$ cat src/rtl/cache_mem_arbiter_pkg.sv
// mem_arb_pkg: shared state, owner and memory-op types for the cache memory arbiter.
package mem_arb_pkg;
  typedef enum logic {IDLE, SERVE} arb_state_t;
  typedef enum logic {OWN_I, OWN_D} owner_t;
  typedef enum logic {OP_READ, OP_WRITE} mem_op_t;
endpackage

$ cat src/rtl/cache_mem_arbiter_sat_counter.sv
// sat_counter: counter that increments on inc and holds at all-ones.
module sat_counter #(
  parameter int CNT_W = 16
) (
  input  logic             clk,
  input  logic             rst,
  input  logic             inc,
  output logic [CNT_W-1:0] count
);
  always_ff @(posedge clk)
    if (rst) count <= '0;
    else if (inc && count != '1) count <= count + 1'b1;
endmodule

$ cat src/rtl/cache_mem_arbiter.sv
// cache_mem_arbiter: round-robin sharing of one memory port between I- and D-cache controllers.
module cache_mem_arbiter
  import mem_arb_pkg::*;
#(
  parameter int ADDR_W = 32,
  parameter int LINE_W = 128,
  parameter int CNT_W  = 16
) (
  input  logic              clk,
  input  logic              rst,
  input  logic              i_mem_read,
  input  logic              i_mem_write,
  input  logic [ADDR_W-1:0] i_addr,
  input  logic [LINE_W-1:0] i_wdata,
  output logic              i_mem_valid,
  output logic [LINE_W-1:0] i_rdata,
  input  logic              d_mem_read,
  input  logic              d_mem_write,
  input  logic [ADDR_W-1:0] d_addr,
  input  logic [LINE_W-1:0] d_wdata,
  output logic              d_mem_valid,
  output logic [LINE_W-1:0] d_rdata,
  output logic              mem_read,
  output logic              mem_write,
  output logic [ADDR_W-1:0] mem_addr,
  output logic [LINE_W-1:0] mem_wdata,
  input  logic              mem_valid,
  input  logic [LINE_W-1:0] mem_rdata,
  output logic              arb_busy,
  output logic [CNT_W-1:0]  i_grant_cnt,
  output logic [CNT_W-1:0]  d_grant_cnt
);
  arb_state_t state;
  owner_t     owner, last_owner;
  mem_op_t    op;
  logic       req_i, req_d, pick_d, grant, serve;
  always_comb begin
    req_i  = i_mem_read | i_mem_write;
    req_d  = d_mem_read | d_mem_write;
    pick_d = req_d && (!req_i || last_owner == OWN_I);
    grant  = state == IDLE && (req_i || req_d);
    serve  = state == SERVE;
  end
  // Strobes derive only from registered state, so they are stable for the whole transaction.
  assign mem_read    = serve && op == OP_READ;
  assign mem_write   = serve && op == OP_WRITE;
  assign arb_busy    = serve;
  assign i_mem_valid = serve && owner == OWN_I && mem_valid;
  assign d_mem_valid = serve && owner == OWN_D && mem_valid;
  assign i_rdata     = i_mem_valid ? mem_rdata : '0;
  assign d_rdata     = d_mem_valid ? mem_rdata : '0;
  always_ff @(posedge clk)
    if (rst) begin
      state      <= IDLE;
      owner      <= OWN_I;
      last_owner <= OWN_D;
      op         <= OP_READ;
      mem_addr   <= '0;
      mem_wdata  <= '0;
    end else if (grant) begin
      state      <= SERVE;
      owner      <= pick_d ? OWN_D : OWN_I;
      last_owner <= pick_d ? OWN_D : OWN_I;
      op         <= (pick_d ? d_mem_write : i_mem_write) ? OP_WRITE : OP_READ;
      mem_addr   <= pick_d ? d_addr : i_addr;
      mem_wdata  <= pick_d ? d_wdata : i_wdata;
    end else if (serve && mem_valid) state <= IDLE;
  sat_counter #(.CNT_W(CNT_W)) u_i_cnt (.clk(clk), .rst(rst), .inc(grant && !pick_d), .count(i_grant_cnt));
  sat_counter #(.CNT_W(CNT_W)) u_d_cnt (.clk(clk), .rst(rst), .inc(grant && pick_d), .count(d_grant_cnt));
endmodule

$ cat config.mk
export PLATFORM = sky130hd
export DESIGN_NAME = cache_mem_arbiter
export DESIGN_NICKNAME = d
export VERILOG_FILES = /design/src/rtl/cache_mem_arbiter_pkg.sv /design/src/rtl/cache_mem_arbiter_sat_counter.sv /design/src/rtl/cache_mem_arbiter.sv
export SDC_FILE = /design/constraint.sdc
export NUM_CORES = 1
export LEC_CHECK = 0
export ABC_AREA = 1
export ABC_CLOCK_PERIOD_IN_PS = 2440
export BUFFER_PORTS_ARGS = -buffer_cell sky130_fd_sc_hd__clkbuf_2
export CAP_MARGIN = 5
export CORE_AREA = 2 2 351 353
export DETAILED_ROUTE_END_ITERATION = 12
export DIE_AREA = 0 0 353 355
export PLACE_DENSITY = 0.34
export SYNTH_ARGS = -nofsm -noshare
export SYNTH_HDL_FRONTEND = slang
export SYNTH_HIERARCHICAL = 1
export SYNTH_SLANG_ARGS = --single-unit
$ cat constraint.sdc
create_clock -name clk -period 2.44 [get_ports clk]
set_input_delay 0.61 -clock clk [delete_from_list [all_inputs] [get_ports clk]]
set_output_delay 0.61 -clock clk [all_outputs]
set_load 0.05 [all_outputs]
# ---- Yosys cells after proc, flatten, opt, wreduce, memory -nomap -nowiden
# Index checks and enable logic that the tools add are counted.
dict set report classes {
  magnitude_cmp 0
  add_sub_neg 2
  eq_ne 2
  div_mod_pow 0
  mul 0
  bitwise_logic 6
  n_shift 0
  muxes 9
  reduce_logical 18
}
# cell n
set ops {}
lappend ops {{$mux 128} 3}
lappend ops {{$add 16x1->16 const B} 2}
lappend ops {{$mux 32} 1}
lappend ops {{$ne 16x16->1 const B} 2}
lappend ops {{$logic_and 1x1->1} 13}
lappend ops {{$mux 1} 5}
lappend ops {{$not 1->1} 4}
lappend ops {{$logic_not 1->1} 2}
lappend ops {{$logic_or 1x1->1} 2}
lappend ops {{$or 1x1->1} 2}
lappend ops {{$reduce_bool 2->1} 1}
dict set report word_totals {
  input_bits 455
  latch_bits 0
  wordCells 45
  out_inout_bits 453
  ram_bits 0
  mem_bits_ro 0
  n_memories 0
  reg_bits 196
}

# ---- Depth between registers and ports, before layout
# Gate-level depths: netlist of run 1.
dict set report depth {
  ltp_word 7
  ltp_mapped 16
  depth_no_buf 13
}

# ---- Modules after synthesis
# Netlist of run 1, hierarchy kept.
# mod cells_per_inst n_inst seq_area_each_um2 area_each_um2
set by_module_without_submodules {}
lappend by_module_without_submodules {cache_mem_arbiter 1821 1 3283.1 10094.7}
lappend by_module_without_submodules {sat_counter 149 2 320.3 929.6}

# ---- Least setup slack after synthesis of run 1
# Ideal clock, no wire load.
dict set report synth_timing {
  path_kind {register to output}
  start {register state, in the netlist arb_busy}
  end {output port d_rdata[100]}
  slack_ns -0.908
  t_arrival_ns 2.738
  path_buffers 2
  path_stages_with_launch 7
  required_time_ns 1.830
  path_cell_list {dfxtp_1 > nand2_1 > nor2_1 > inv_1 > clkbuf_1 > clkbuf_1 > nor2_1}
}
dict set report synth_via {
  elab_chain_len 3
}
# element line_no
set synth_lines {}
lappend synth_lines {{from (decl)} cache_mem_arbiter.sv:33} ;# arb_state_t state;
lappend synth_lines {{from (signal assigned)} cache_mem_arbiter.sv:54} ;# state <= IDLE;
lappend synth_lines {{from (signal assigned)} cache_mem_arbiter.sv:61} ;# state <= SERVE;
lappend synth_lines {{from (signal assigned)} cache_mem_arbiter.sv:67} ;# end else if (serve && mem_valid) state <= IDLE;
lappend synth_lines {{$logic_and 1x1->1 (2 in a row)} cache_mem_arbiter.sv:49} ;# assign d_mem_valid = serve && owner == OWN_D && mem_valid;
lappend synth_lines {{net d_mem_valid} cache_mem_arbiter.sv:21} ;# output logic d_mem_valid,
lappend synth_lines {{$mux 128} cache_mem_arbiter.sv:51} ;# assign d_rdata = d_mem_valid ? mem_rdata : '0;
lappend synth_lines {{to (decl)} cache_mem_arbiter.sv:22} ;# output logic [LINE_W-1:0] d_rdata,
# The timed path passes the listed nets, and every way through them passes these cells.

# ---- Final worst setup path of run 1
dict set report layout_timing {
  start {register state, in the netlist arb_busy}
  end {output port i_rdata[115]}
}
dict set report layout_via {
  elab_chain_len 3
}
# element line_no
set layout_lines {}
lappend layout_lines {{$logic_and 1x1->1 (2 in a row)} cache_mem_arbiter.sv:48} ;# assign i_mem_valid = serve && owner == OWN_I && mem_valid;
lappend layout_lines {{$mux 128} cache_mem_arbiter.sv:50} ;# assign i_rdata = i_mem_valid ? mem_rdata : '0;
lappend layout_lines {{to (decl)} cache_mem_arbiter.sv:16} ;# output logic [LINE_W-1:0] i_rdata,
# No other way between the ends.

==> results of run 1 <==
==> what timing repair did <==
action / in CTS / in global routing
pin swaps: 2 / 7
cloned: 3 / 10
setup endpoints to repair: 254 / 240
hold buffers: 0 / 0
gates resized for setup: 444 / 295
setup buffers: 3 / 3
==> report_power, final <==
part	total, mW	internal (mW)	switching, mW
combinational	4.43	1.30	3.13
sequential	3.61	3.46	0.151
clock	3.25	1.50	1.76
total	11.3	6.26	5.04
==> worst max-delay path, cell delays in order, from the launching register on <==
cell and delay [ns]:
dfxtp_2 0.36, nand2_4 0.07, nor2_4 0.16, inv_8 0.12, buf_12 0.19, nor2_1 0.12, buf_4 0.15, buf_12 0.13
==> through the flow <==
stage,std cells,utilization [%]
finish,4653,19.24
detailed placement,4586,16.48
floorplan,2119,-
CTS,4624,18.54
global placement,4586,16.48
global route,4650,19.24
==> layout make-up <==
type | count | share of cell area, %
timing repair buffer | 994 | 34.78
multi-input combinational | 1482 | 31.55
sequential | 196 | 16.82
tap | 1625 | 8.703
inverter | 304 | 5.083
clock buffer | 17 | 1.821
clock inverter | 15 | 0.8569
timing repair inverter | 4 | 0.2196
antenna | 16 | 0.1714
==> layout by cell type, fill, tap and decap left out, types with 7 or more instances in the layout <==
| cell | n |
|---|---|
| inv_1 | 298 |
| clkbuf_4 | 9 |
| clkbuf_8 | 55 |
| a21oi_1 | 31 |
| buf_4 | 60 |
| buf_6 | 35 |
| inv_8 | 7 |
| nor2_2 | 69 |
| clkbuf_2 | 648 |
| buf_8 | 119 |
| diode_2 | 16 |
| nor2_1 | 581 |
| nand3_1 | 42 |
| nand4_1 | 151 |
| nand2_1 | 450 |
| dfxtp_1 | 194 |
| buf_12 | 54 |
| nor2_4 | 140 |
| clkbuf_16 | 24 |
==> worst paths after layout <==
check	slack (ns)	cells past startpoint	to	from
max	-0.01	7	i_rdata[115]	arb_busy$_SDFFE_PP0P_
min	0.35	5	mem_wdata[90]$_SDFFE_PP0P_	i_wdata[90]
max reg2reg	0.42	11	u_d_cnt/count[13]$_SDFFE_PP0P_	arb_busy$_SDFFE_PP0P_
min reg2reg	0.47	2	mem_wdata[119]$_SDFFE_PP0P_	mem_wdata[119]$_SDFFE_PP0P_
==> sequential cells by signal, indices dropped and copies added, names as in the netlist <==
register and cells:
arb_busy 1, last_owner 1, mem_addr 32, mem_wdata 128
op 1, owner 1, u_d_cnt/count 16, u_i_cnt/count 16
==> synthesized netlist by cell type <==
library cell,number,area (µm²)
nand2_2,4,25.02
nor2_2,20,125.1
nor3_1,2,10.01
a21oi_1,31,155.2
clkbuf_4,2,15.01
nand2_1,453,1700
buf_2,38,190.2
buf_6,7,78.83
o211ai_1,1,7.510
buf_4,20,150.1
nor2_1,766,2875
nor2_8,2,40.04
nor2_4,4,45.04
inv_2,2,7.510
o21ai_1,1,5.000
nand3_1,42,210.2
dfxtp_1,196,3924
nand4_1,151,944.7
buf_1,4,15.01
ha_1,2,25.02
inv_1,302,1134
clkbuf_1,66,247.7
nand2_4,1,11.26
or2_0,2,12.51
==> kinds of logic (layout without fill, tap and decap cells) <==
| kind of cell | after synthesis | count (layout) | share of synthesized area (%) |
|---|---|---|---|
| adders and majority gates | 2 | 2 | 0.2093 |
| other | 0 | 16 | 0 |
| and+or+nand+nor | 1447 | 1447 | 50.19 |
| AOI/OAI and AO/OA | 33 | 33 | 1.403 |
| buffers and inverters | 441 | 1334 | 15.38 |
| DFF | 196 | 196 | 32.82 |
==> per-layer routing <==
metal	routed length [µm]	global-route usage, %	vias to the layer above
met5	136	0	-
met4	4352	7.302	22
met3	7849	5.503	204
met2	54830	29.62	704
met1	35880	15.54	7460
li1	-	-	8155
==> flow_summary_export.csv, run 1 <==
group,metric,value,unit
yosys,synthCells,2119,
die,row_count,128,
setup_path,start_kind,"register",
clock_tree,htreeDepth,4,
power,power,11.30,mW
timing,setup_viol,3,
placed_design,post-dp-hpwl,84920,µm
layout,nNetsFinal,3456,
setup_path,endpoint_kind,"primary output",
die,die_area,125300,µm²
worst_hold_path,hp-class,"input port to register",
global_route,grt_pass1_wl,136000,µm
layout,nFillCells,14100,
layout,final_area,23360,µm²
route,first_pass_iters,4,
layout,seq_area,3929,µm²
route,drt.antenna.violating_nets,0,
route,routed_wl,103000,µm
power,max-vdd-ir-drop,0.7258,mV
yosys,synth_nets,2576,
die,dieHeight,355,µm
global_route,grt_max_degree,118,
clock_tree,cts_max_path_buffers,2,
yosys,ys_seq_elements,196,
placed_design,gp_routability_congestion,0.8875,
status,status,"finished, violations left",
yosys,synth_area,11950,µm²
route,route.detailed.drc,0,
yosys,post_synth.cell_area_avg,5.641,µm²
die,initial_core_util,9.847,%
route,drt_iter0_drc,676,
flow_run,maxCapViolCount,0,
power,leakagePower,11.94,nW
setup_path,worstPathArrival,1.84,ns
timing,setup_slack,-0.01237,ns
clock_tree,cts_tree,"done",
yosys,ys_types,24,
placed_design,io_buffers,907,
clock_tree,insertion_delay,0.56,ns
layout,drive_above_1_share,41.77,%
power,cellPowerDensity,483.6,nW/µm²
route,wire_per_inst,22.15,µm
timing,period_minus_slack,2.452,ns
timing,final.setup.tns,-0.01820,ns
die,die_w,353,µm
placed_design,dp_slack,-0.1186,ns
route,vias_per_cell,3.556,
die,ios,908,
clock_tree,cts.sinks,196,
placed_design,placed_area,20010,µm²
layout,multi_input_area,7370,µm²
status,violations,"negative setup slack",
clock_tree,root_buffer,"clkbuf_16",
global_route,grt_pass1_vias,16270,
timing,worst_slew_pin_slew,0.8978,ns
setup_path,cp.required,1.83,ns
timing,maxSlewViolCount,0,
timing,maxSlewHeadroom,40.14,%
setup_path,worstSetupPathType,"register to primary output",
timing,rsz0062_at_grt,"yes",
route,vias,16550,
timing,fin_crit_sh,100.5,%
timing,finClkSkew,0.02869,ns
global_route,track_usage,15.81,%
clock_tree,clk_pin_slew,0.10,ns
yosys,yosys_warnings,6,
clock_tree,cts_buffers,17,
timing,hold_viol,0,
setup_path,critPathMaxFanout,22,
die,coreArea,121400,µm²
layout,area_delta_synth_final,95.43,%
global_route,grt_remaining_overflow,0,
yosys,yosysSeqAreaShare,32.82,%
timing,whs,0.3468,ns
timing,timing.fmax,0.4078,GHz
global_route,antenna_found_initial,85,
Note: power is estimated with default switching activity, not from simulation.
==> run 2, diff against run 1 <==
==> constraint.sdc (replaced) <==
create_clock -name clk -period 2.44 [get_ports clk]
set_input_delay 0.366 -clock clk [delete_from_list [all_inputs] [get_ports clk]]
set_output_delay 0.366 -clock clk [all_outputs]
set_load 0.05 [all_outputs]
==> run 2 against run 1 <==
Against the previous run:
- the flow now finishes without violations
- clock skew decreased by 0.013 ns
- register-to-register slack improved by 0.14 ns
- combinational power decreased by 9.0%
- via count decreased by 2.4%
- sequential share of layout area increased by 2.9 points
- cell area decreased by 14%
- count of clock-buffer cells in the layout increased by 2
- routed wire length decreased by 12%
- largest power group unchanged
- highest routed layer unchanged
==> flow_summary_export.csv, run 2 (same netlist as run 1, synthesis figures left out) <==
group,metric,value,unit
clock_tree,clk_pin_slew,0.10,ns
route,route.detailed.drc,0,
clock_tree,cts_tree,"done",
global_route,antenna_found_initial,50,
route,wire_per_inst,19.72,µm
flow_run,maxCapViolCount,0,
layout,nNetsFinal,3423,
placed_design,post-dp-hpwl,74990,µm
global_route,grt_max_degree,110,
layout,largestRegisters,"mem_wdata x128, mem_addr x32",
global_route,grt_pass1_vias,16150,
power,leakagePower,11.07,nW
layout,final_area,19980,µm²
layout,layout_commonest_cell,"clkbuf_2",
setup_path,start_kind,"register",
setup_path,slowest_stage,"dfxtp_4",
die,die_area,125300,µm²
power,power,10.68,mW
power,max-vdd-ir-drop,0.6265,mV
setup_path,cpPeakStageDelay,0.40,ns
clock_tree,root_buffer,"clkbuf_16",
route,drt.antenna.violating_nets,0,
setup_path,worstPathArrival,1.98,ns
timing,finClkSkew,0.01520,ns
status,status,"finished, final reports clean",
global_route,track_usage,14.01,%
timing,worst_slew_pin_slew,0.8046,ns
route,first_pass_iters,5,
timing,maxSlewViolCount,0,
layout,final_cell_mix,"clkbuf_2, nor2_1, nand2_1",
clock_tree,postCtsHoldBufs,0,
clock_tree,insertion_delay,0.53,ns
timing,maxSlewHeadroom,46.36,%
timing,setup_viol,0,
die,ios,908,
placed_design,io_buffers,907,
clock_tree,cts.sinks,196,
timing,rsz0062_at_grt,"yes",
worst_hold_path,hp-class,"input port to register",
route,vias_per_cell,3.502,
setup_path,cp.required,2.07,ns
die,dieHeight,355,µm
timing,period_minus_slack,2.344,ns
die,row_count,128,
power,cellPowerDensity,534.6,nW/µm²
timing,fin_crit_sh,96.07,%
setup_path,cp_cell_sequence,"nand2_4 > nor2_4 > inv_8 > clkbuf_16 > nor2_2 > clkbuf_8",
placed_design,placed_area,18910,µm²
layout,area_delta_synth_final,67.13,%
route,routed_wl,90920,µm
layout,largest_register,"mem_wdata",
placed_design,gp_routability_congestion,0.8205,
layout,final_util,16.46,%
global_route,grt_pass1_wl,123900,µm
die,coreArea,121400,µm²
die,initial_core_util,9.847,%
layout,drive_above_1_share,39.69,%
timing,timing.fmax,0.4266,GHz
setup_path,endpoint_kind,"primary output",
timing,final.setup.tns,0,ns
setup_path,critPathMaxFanout,34,
route,drt_iter0_drc,759,
clock_tree,cts_buffers,17,
route,vias,16140,
layout,largest_reg_flops,128,
clock_tree,htreeDepth,4,
die,die_w,353,µm
clock_tree,cts_max_path_buffers,2,
setup_path,worstSetupPathType,"register to primary output",
timing,hold_viol,0,
global_route,grt_remaining_overflow,0,
==> run 2: cell count changes in the layout (fill, tap and decap cells not counted), sizes merged <==
cell / previous run / this run
clkbuf: 736 / 872
diode: 16 / 7
buf: 275 / 112
clkinvlp: 0 / 1
clkinv: 6 / 4
inv: 316 / 311
bufinv: 1 / 0
==> run 2: worst paths after layout <==
| kind | slack, ns | cells after the start | endpoint | startpoint |
|---|---|---|---|---|
| max reg2reg | 0.56 | 11 | u_i_cnt/count[13]$_SDFFE_PP0P_ | last_owner$_SDFFE_PP1P_ |
| min reg2reg | 0.47 | 2 | mem_wdata[102]$_SDFFE_PP0P_ | mem_wdata[102]$_SDFFE_PP0P_ |
| min | 0.12 | 5 | mem_wdata[42]$_SDFFE_PP0P_ | i_wdata[42] |
| max | 0.1 | 6 | d_rdata[43] | arb_busy$_SDFFE_PP0P_ |
==> run 2: what timing repair did <==
action                                 in CTS  in global routing
gates resized for setup                   137                 92
pin swaps                                   1                  1
endpoints found under the hold margin       0                  0
setup endpoints to repair                 254                101
cloned                                      0                  1
buffers inserted                            1                  0
==> run 2: through the flow <==
stage                     hold WS [ns]  worst slack [ns]  instances
after floorplan                 0.4255           -0.1126       2119
after global placement          0.4538           0.01839       4570
after detailed placement        0.4590          0.005670       4570
after CTS                      0.04037         -0.002251       4602
after global routing            0.1042          -0.01069       4608
final                           0.1204           0.09579       4610
==> run 2: area by class of cell <==
type	instances	area (µm²)
diodes	7	17.52
clock buffers	19	442.9
clock inverters	12	112.6
flip-flops and latches	196	3931
fillers	14320	101400
repair buffers	965	5674
multi-input cells	1482	6604
well taps	1625	2033
inverters	304	1164
==> run 2: metal layers <==
metal / track usage, % / routed length [µm]
met3: 5.159 / 7110
met2: 23.49 / 43310
met5: 0 / 154
met4: 3.736 / 1823
met1: 16.81 / 38520
==> run 2: critical path, delay by kind of cell, from the launching register on <==
kind,cells,cell delay [ns]
buffers and inverters,3,0.58
flip-flops,1,0.40
AND/OR/NAND/NOR,3,0.39
==> run 2: power by group <==
group          leakage (nW)  internal (mW)  switching, mW
Combinational          9.18           1.05           2.98
Clock                 0.272           1.37           1.66
Sequential             1.61           3.46          0.165
==> run 3, diff against run 2 <==
- ABC_CLOCK_PERIOD_IN_PS: 2440 -> 1950
- CORE_AREA: 2 2 351 353 -> 2 2 358 360
- DIE_AREA: 0 0 353 355 -> 0 0 360 362
- PLACE_DENSITY: 0.34 -> 0.35
- clock period: 2.44 -> 1.95 ns (I/O delays scaled with it)
==> run 3 against run 2 <==
Against the previous run:
- the run now ends with negative setup slack left
- routed wire length grew 4.2%
- die area increased by 4.0%
- final cell count up 2.5%
- power is 34% higher
- utilization grew 2.7 points
- largest cell class is now non-clock buffers
==> flow_summary_export.csv, run 3 (same netlist as run 1, synthesis figures left out) <==
group,metric,value,unit
setup_path,critPathMaxFanout,11,
layout,drive_above_1_share,42.50,%
clock_tree,htreeDepth,4,
power,leakagePower,12.24,nW
setup_path,endpoint_kind,"primary output",
route,route.detailed.drc,0,
layout,area_delta_synth_final,102.7,%
clock_tree,cts_tree,"done",
layout,layout.cells.non_filler,4724,
clock_tree,cts_buffers,17,
timing,setup_viol,252,
timing,worst_slew_pin_slew,0.5970,ns
setup_path,worstPathArrival,1.88,ns
timing,timing.fmax,0.4601,GHz
timing,fin_crit_sh,111.5,%
power,max-vdd-ir-drop,0.7648,mV
route,vias_per_cell,3.498,
status,status,"finished, violations left",
route,routed_wl,94760,µm
timing,setup_slack,-0.2233,ns
die,row_count,131,
clock_tree,cts.sinks,196,
global_route,antenna_found_initial,57,
placed_design,gp_routability_congestion,0.8576,
setup_path,worstSetupPathType,"register to primary output",
die,dieHeight,362,µm
layout,final_util,19.12,%
global_route,track_usage,13.98,%
layout,largestRegisters,"mem_wdata x128, mem_addr x32",
layout,largest_reg_flops,128,
clock_tree,insertion_delay,0.53,ns
die,die_w,360,µm
placed_design,dp_slack,-0.07286,ns
route,vias,16530,
layout,largest_register,"mem_wdata",
timing,maxSlewHeadroom,60.16,%
layout,final_area,24230,µm²
route,first_pass_iters,5,
clock_tree,clk_pin_slew,0.09,ns
placed_design,post-dp-hpwl,75660,µm
route,drt_iter0_drc,630,
setup_path,cp.required,1.66,ns
clock_tree,root_buffer,"clkbuf_16",
setup_path,start_kind,"register",
timing,final.setup.tns,-33.99,ns
layout,nNetsFinal,3496,
timing,finClkSkew,0.01901,ns
layout,final_cell_mix,"clkbuf_2, nor2_1, nand2_1",
flow_run,maxCapViolCount,0,
die,initial_core_util,9.435,%
placed_design,post-place-cells,4618,
global_route,grt_pass1_wl,127400,µm
route,wire_per_inst,20.06,µm
power,cellPowerDensity,590.0,nW/µm²
global_route,grt_remaining_overflow,0,
global_route,grt_pass1_vias,16200,
status,violations,"negative setup slack",
timing,period_minus_slack,2.173,ns
clock_tree,cts_max_path_buffers,2,
route,drt.antenna.violating_nets,0,
die,coreArea,126700,µm²
timing,hold_viol,0,
layout,layout_commonest_cell,"clkbuf_2",
worst_hold_path,hp-class,"input port to register",
die,die_area,130300,µm²
die,ios,908,
timing,maxSlewViolCount,0,
placed_design,io_buffers,907,
timing,rsz0062_at_grt,"yes",
placed_design,placed_area,20090,µm²
global_route,grt_max_degree,81,
[run 3: power breakdown]
group          internal (mW)  switching (mW)  total (mW)
Combinational           1.74            3.91        5.65
Sequential              4.33           0.189        4.52
Clock                   1.88            2.26        4.13
Total                   7.94            6.35        14.3
[run 3: metal layers]
layer / share of wire (%) / up-vias / routed length, µm / track usage [%]
li1: - / 8225 / - / -
met1: 36 / 7505 / 34330 / 14.43
met2: 53 / 644 / 50420 / 26.02
met3: 7.4 / 125 / 7045 / 4.642
met4: 3.0 / 26 / 2798 / 5.281
met5: 0.17 / - / 165 / 0
[run 3: layout make-up]
cell class | count | area, µm²
repair inverters | 1 | 16.27
diodes | 10 | 25.02
clock inverters | 15 | 197.7
flip-flops and latches | 196 | 3931
repair buffers | 1037 | 8837
well taps | 1662 | 2079
clock buffers | 17 | 425.4
multi-input cells | 1482 | 7526
inverters | 304 | 1191
fillers | 14530 | 102500
[run 3: path summary, 6_finish.rpt]
path                                            startpoint                          to  slack [ns]  cells past startpoint
worst min-delay path                           i_wdata[68]  mem_wdata[68]$_SDFFE_PP0P_        0.07                      5
worst min register to register  mem_wdata[93]$_SDFFE_PP0P_  mem_wdata[93]$_SDFFE_PP0P_        0.47                      2
worst max-delay path                 arb_busy$_SDFFE_PP0P_                 d_rdata[42]       -0.22                      7
worst max register to register       arb_busy$_SDFFE_PP0P_    mem_addr[3]$_SDFFE_PP0P_        0.24                      8
[run 3: critical path, stage by stage (launching register included)]
cell and delay (ns):
dfxtp_4 0.37, nand2_4 0.07, nor2_4 0.12, buf_12 0.16
inv_12 0.08, buf_16 0.17, nor2_4 0.18, buf_12 0.17
[run 3: what timing repair did]
item	4_1_cts	5_1_grt
hold buffers	36	0
setup endpoints to repair	259	297
endpoints found under the hold margin	36	0
cloned	7	12
pin swaps	4	16
buffers inserted	9	2
resized for setup	426	408
[run 3: through the flow]
step | total power, mW | hold WS (ns)
6_report | 14.29 | 0.07168
5_1_grt | 15.16 | 0.03890
4_1_cts | 14.56 | 0.0001456
3_5_place_dp | 9.835 | 0.4601
3_3_place_gp | 9.852 | 0.4530
2_1_floorplan | 7.862 | 0.4255
